`config.mk`:
```
export PLATFORM = sky130hd
export DESIGN_NAME = shared_reg_arbiter
export DESIGN_NICKNAME = d
export VERILOG_FILES = /design/src/rtl/arb_pkg.sv /design/src/rtl/shared_reg_arbiter_shared_reg.sv /design/src/rtl/shared_reg_arbiter.sv
export SDC_FILE = /design/constraint.sdc
export NUM_CORES = 1
export LEC_CHECK = 0
export ABC_AREA = 1
export CORE_MARGIN = 2
export CORE_UTILIZATION = 46
export CTS_BUF_LIST = sky130_fd_sc_hd__clkbuf_4
export CTS_CLUSTER_DIAMETER = 50
export DETAILED_ROUTE_END_ITERATION = 12
export GPL_TIMING_DRIVEN = 1
export PLACE_DENSITY = 0.81
export SLEW_MARGIN = 0
export SYNTH_ARGS = -nofsm -noshare
export SYNTH_HDL_FRONTEND = slang
export SYNTH_HIERARCHICAL = 1
export SYNTH_SLANG_ARGS = --single-unit
```
`constraint.sdc`:
```
create_clock -name CLK -period 1.67 [get_ports CLK]
set_input_delay 0.167 -clock CLK [delete_from_list [all_inputs] [get_ports CLK]]
set_output_delay 0.167 -clock CLK [all_outputs]
set_load 0.05 [all_outputs]
```
`src/rtl/arb_pkg.sv`:
```
// Shared definitions for the two-requester shared register arbiter.
package arb_pkg;

  localparam int DEF_WIDTH    = 4;
  localparam int DEF_MAX_HOLD = 4;

  typedef enum logic [1:0] {
    IDLE  = 2'b00,
    OWN_A = 2'b01,
    OWN_B = 2'b10
  } arb_state_t;

  typedef enum logic {
    SRV_A = 1'b0,
    SRV_B = 1'b1
  } served_t;

  // Saturating increment of the ownership counter.
  function automatic logic [3:0] hold_next(input logic [3:0] cnt, input logic [3:0] lim);
    return (cnt >= lim) ? lim : cnt + 4'd1;
  endfunction

endpackage

```
`src/rtl/shared_reg_arbiter_shared_reg.sv`:
```
// Storage for the shared register: synchronous clear, load enable and
// a complemented view of the contents.
module shared_reg #(
  parameter int WIDTH = arb_pkg::DEF_WIDTH
) (
  input  logic             clk,
  input  logic             clr_n,
  input  logic             load,
  input  logic [WIDTH-1:0] d,
  output logic [WIDTH-1:0] q,
  output logic [WIDTH-1:0] not_q
);

  // Clear wins over load; otherwise load or hold.
  always_ff @(posedge clk) begin
    if (!clr_n) begin
      q <= '0;
    end else if (load) begin
      q <= d;
    end
  end

  // Complement is purely combinational.
  always_comb begin
    not_q = ~q;
  end

endmodule

```
`src/rtl/shared_reg_arbiter.sv`:
```
// Two-requester arbiter for a single shared register.
//
// state | meaning
// IDLE  | nobody owns the register
// OWN_A | requester A holds the grant and may write
// OWN_B | requester B holds the grant and may write
//
// Ties from IDLE go to whoever was not served last. An owner that keeps
// requesting while the other side waits is forced off after MAX_HOLD
// cycles. Writes are qualified by the registered grant, so a write at a
// handover edge still comes from the outgoing owner.
module shared_reg_arbiter #(
  parameter int WIDTH    = arb_pkg::DEF_WIDTH,
  parameter int MAX_HOLD = arb_pkg::DEF_MAX_HOLD
) (
  input  logic             CLK,
  input  logic             RST_N,
  input  logic             REQ_A,
  input  logic             REQ_B,
  input  logic             WE_A,
  input  logic             WE_B,
  input  logic [WIDTH-1:0] DIN_A,
  input  logic [WIDTH-1:0] DIN_B,
  output logic             GNT_A,
  output logic             GNT_B,
  output logic             DENY_A,
  output logic             DENY_B,
  output logic             BUSY,
  output logic [WIDTH-1:0] Q,
  output logic [WIDTH-1:0] NotQ
);
  import arb_pkg::*;

  localparam logic [3:0] HOLD_LIM = 4'(MAX_HOLD - 1);

  arb_state_t       state_q, state_d;
  logic [3:0]       hold_q, hold_d;
  served_t          last_q, last_d;
  logic             deny_a_q, deny_b_q;
  logic             gnt_a, gnt_b;
  logic             wr_en;
  logic [WIDTH-1:0] wr_data;

  assign gnt_a = (state_q == OWN_A);
  assign gnt_b = (state_q == OWN_B);

  // Next state, hold counter and last-served bookkeeping.
  always_comb begin
    state_d = state_q;
    hold_d  = hold_q;
    last_d  = last_q;

    case (state_q)
      IDLE: begin
        if (REQ_A && REQ_B) begin
          state_d = (last_q == SRV_B) ? OWN_A : OWN_B;
        end else if (REQ_A) begin
          state_d = OWN_A;
        end else if (REQ_B) begin
          state_d = OWN_B;
        end
      end
      OWN_A: begin
        if (!REQ_A) begin
          state_d = REQ_B ? OWN_B : IDLE;
        end else if (REQ_B && (hold_q == HOLD_LIM)) begin
          state_d = OWN_B;
        end
      end
      OWN_B: begin
        if (!REQ_B) begin
          state_d = REQ_A ? OWN_A : IDLE;
        end else if (REQ_A && (hold_q == HOLD_LIM)) begin
          state_d = OWN_A;
        end
      end
      default: state_d = IDLE;
    endcase

    if ((state_d == IDLE) || (state_d != state_q)) begin
      hold_d = 4'd0;
    end else begin
      hold_d = hold_next(hold_q, HOLD_LIM);
    end

    if ((state_d == OWN_A) && (state_q != OWN_A)) begin
      last_d = SRV_A;
    end else if ((state_d == OWN_B) && (state_q != OWN_B)) begin
      last_d = SRV_B;
    end
  end

  // State register; reset leaves B as last served so A wins the first tie.
  always_ff @(posedge CLK) begin
    if (!RST_N) begin
      state_q  <= IDLE;
      hold_q   <= 4'd0;
      last_q   <= SRV_B;
      deny_a_q <= 1'b0;
      deny_b_q <= 1'b0;
    end else begin
      state_q  <= state_d;
      hold_q   <= hold_d;
      last_q   <= last_d;
      deny_a_q <= WE_A & ~gnt_a;
      deny_b_q <= WE_B & ~gnt_b;
    end
  end

  // Write mux: only the current grant holder can load the register.
  always_comb begin
    wr_en   = (gnt_a & WE_A) | (gnt_b & WE_B);
    wr_data = gnt_a ? DIN_A : DIN_B;
  end

  shared_reg #(.WIDTH(WIDTH)) u_shared_reg (
    .clk   (CLK),
    .clr_n (RST_N),
    .load  (wr_en),
    .d     (wr_data),
    .q     (Q),
    .not_q (NotQ)
  );

  assign GNT_A  = gnt_a;
  assign GNT_B  = gnt_b;
  assign DENY_A = deny_a_q;
  assign DENY_B = deny_b_q;
  assign BUSY   = gnt_a | gnt_b;

endmodule
```
==> results.toml <==
[logic_synthesis]
synth_edf_count = 0
synth.distinct_cells = 19
syn_avg_cell_area_um2 = 6.420
synth_seq_area_share_pct = 33.23
synth_top_family_by_area = "simple AND/OR/NAND/NOR gates"
yosysTopAreaCell = "dfxtp_1"
synth_xor_area_share_pct = 0
yosys-top-cells-area = "dfxtp_1, nand2_1, inv_1, nor2_1, ha_1"
ys.flop_type = "dfxtp_1"
yosysTopAreaCellShare_pct = 33.23
synthTopCellsByCount = "nand2_1, inv_1, nor2_1, dfxtp_1, nand3_1"
async_flop_share_pct = 0
synth.mux.area_fraction_pct = 0
synthAdderAreaFrac_pct = 7.987
yosys_warnings = 6
yosys.area_share.simple_pct = 44.25
yosysMostFrequentCell = "nand2_1"
synthesis.instances = 122
synth-compound-area-share_pct = 2.077
synth_seq_cells = 13
syn_area_um2 = 783.3

[route]
num_vias = 785
avgViaCountPerCell = 4.618
wl_per_cell_um = 10.83
first_pass_iters = 4
drtIter0Drc = 28
ant_nets = 0
drc = 0
wirelength_mm = 1.841

[worst_hold_path]
hold_class = "input pin to register"
hold-path-endpoint = "DENY_A$_SDFF_PN0_"
hold_start = "WE_A"
hold_depth = 3

[critical_path]
cp.required_ns = 1.50
arrival_ns = 1.44
slowest_stage = "clkdlybuf4s50_1"
crit_chain = "clkdlybuf4s50_1"
crit_fanout = 3
path_class = "register to primary output"
reg2regPathDepth = 11
end_kind = "primary output"
r2r_slack_ns = 0.17
worst-path-buf-inv = 1
r2r-end = "hold_q[1]$_SDFF_PP0_"
r2r_start = "state_q[0]$_SDFF_PN0_"
critPathTopFamily = "buffers and inverters"
setup.worst_path.start_class = "register"
slowest_delay_ns = 0.81

[cts]
cts_tree = "done"
insertion_delay_ns = 0.28
clock_sinks = 13
numCtsBuffers = 3
cts.clk_slew.worst_paths_ns = 0.08
clk_path_buf_depth = 2
ctsHoldBuffers = 0
postCtsSetupBuffers = 0
clock-root-buffer = "clkbuf_4"
cts_htree_levels = 1

[global_route]
grt_use_met1_pct = 23.41
grt-ovfl-total = 0
grt_pass1_wl_mm = 2.842
grt_use_total_pct = 19.01
grt_pass1_vias = 708
grtUsageMet3_pct = 7.600
antenna_found_initial = 0
grt_max_degree = 9
busiest_layer = "met2"
use_met2_pct = 31.71

[power_and_ir_drop]
leakagePower_nw = 0.5657
p_per_area_nw_per_um2 = 1230
ir_worst_vdd_uv = 806.9

[die]
die_y_um = 45.27
rows = 14
io_pins = 27
start_util_pct = 50.24
die_width_um = 45.27
core_area_um2 = 1559
die-area_um2 = 2049

[sta]
slew_headroom_pct = 66.60
setup_viol = 0
worst_slack_ns = 0.06197
worst_pin_slew_ns = 0.4994
timing.final.crit_share_pct = 96.29
max_freq_mhz = 621.9
hold_ws_ns = 0.4459
fin_setup_tns_ns = 0
rsz0062_at_grt = "no"
fin_worst_skew_ns = 0.002741
period_minus_slack_ns = 1.608
hold_viol = 0
drv_slew = 0

[place]
io_buffer_count = 26
hpwl_mm = 1.509
place_congestion = 0.8258
pre_cts_ws_ns = 0.01716

[final_layout]
fin_nets = 174
drive_above_1_share_pct = 18.83
antenna_cells = 0
synthToLayoutAreaGrowth_pct = 46.01

[outcome]
outcome = "finished clean"

[job]
cap_viol_max_count = 0
-- kinds of logic after synthesis --
logic type | after synthesis
adder cells (fa/ha/maj) | 5
other | 1
AO/OA/AOI/OAI | 3
AND/OR/NAND/NOR | 77
buffers and inverters | 23
flip-flops | 13
-- repair_timing --
item	4_1_cts	5_1_grt
endpoints found under the hold margin	0	0
resized for setup	0	5
setup endpoints to repair	0	3
-- where the power goes --
part           switching [mW]  internal, mW
clock                   0.103        0.0888
sequential             0.0439         0.371
combinational           0.489         0.310
-- worst max-delay path by stage --
stage / from / to / cells past startpoint
2_1_floorplan: state_q[1]$_SDFF_PN0_ / hold_q[1]$_SDFF_PP0_ / 11
3_3_place_gp: REQ_A / hold_q[0]$_SDFF_PP0_ / 10
3_5_place_dp: REQ_A / hold_q[1]$_SDFF_PP0_ / 10
4_1_cts: u_shared_reg/q[1]$_SDFFE_PN0P_ / Q[1] / 1
5_1_grt: u_shared_reg/q[0]$_SDFFE_PN0P_ / Q[0] / 1
6_report: u_shared_reg/q[1]$_SDFFE_PN0P_ / Q[1] / 1
-- state kept, by name (all words and copies together) (netlist names) --
name,flops
last_q,1
DENY_B,1
hold_q,4
DENY_A,1
u_shared_reg/q,4
state_q,2
-- final cells by class --
| class | count | area [um2] |
|---|---|---|
| Multi-Input combinational cell | 87 | 457.9 |
| Timing Repair Buffer | 28 | 290.3 |
| Sequential cell | 13 | 265.3 |
| Tap cell | 16 | 20.02 |
| Clock buffer | 3 | 22.52 |
| Fill cell | 132 | 415.4 |
| Clock inverter | 1 | 5.005 |
| Inverter | 22 | 82.58 |
-- layer usage --
metal	routed length (um)	share of wire, %
met1	804	44
met4	13	0.71
met2	932	51
met5	0	0
met3	90	4.9
-- placed cells by master, fill, tap and decap left out, drive strengths merged --
cell type | synthesis | routed
o22ai | 1 | 1
clkinv | 0 | 1
clkdlybuf4s50 | 0 | 17
inv | 22 | 22
nand2 | 40 | 40
dfxtp | 13 | 13
nand3 | 9 | 9
nand4 | 2 | 2
clkbuf | 0 | 3
ha | 5 | 5
a21oi | 1 | 1
o21ai | 1 | 1
buf | 1 | 11
nor2 | 23 | 23
conb | 1 | 2
nor3 | 3 | 3
-- metrics by stage --
step	instance area [um2]	total power [mW]	utilization, %	std cells
after detailed placement	1091	1.202	69.98	166
after floorplan	792.0	0.9387	-	123
final	1144	1.407	73.35	170
after global placement	1091	1.186	69.98	166
after global routing	1144	1.499	73.35	170
after CTS	1119	1.397	71.75	170
No activity file was read; power rests on OpenSTA's default activity.
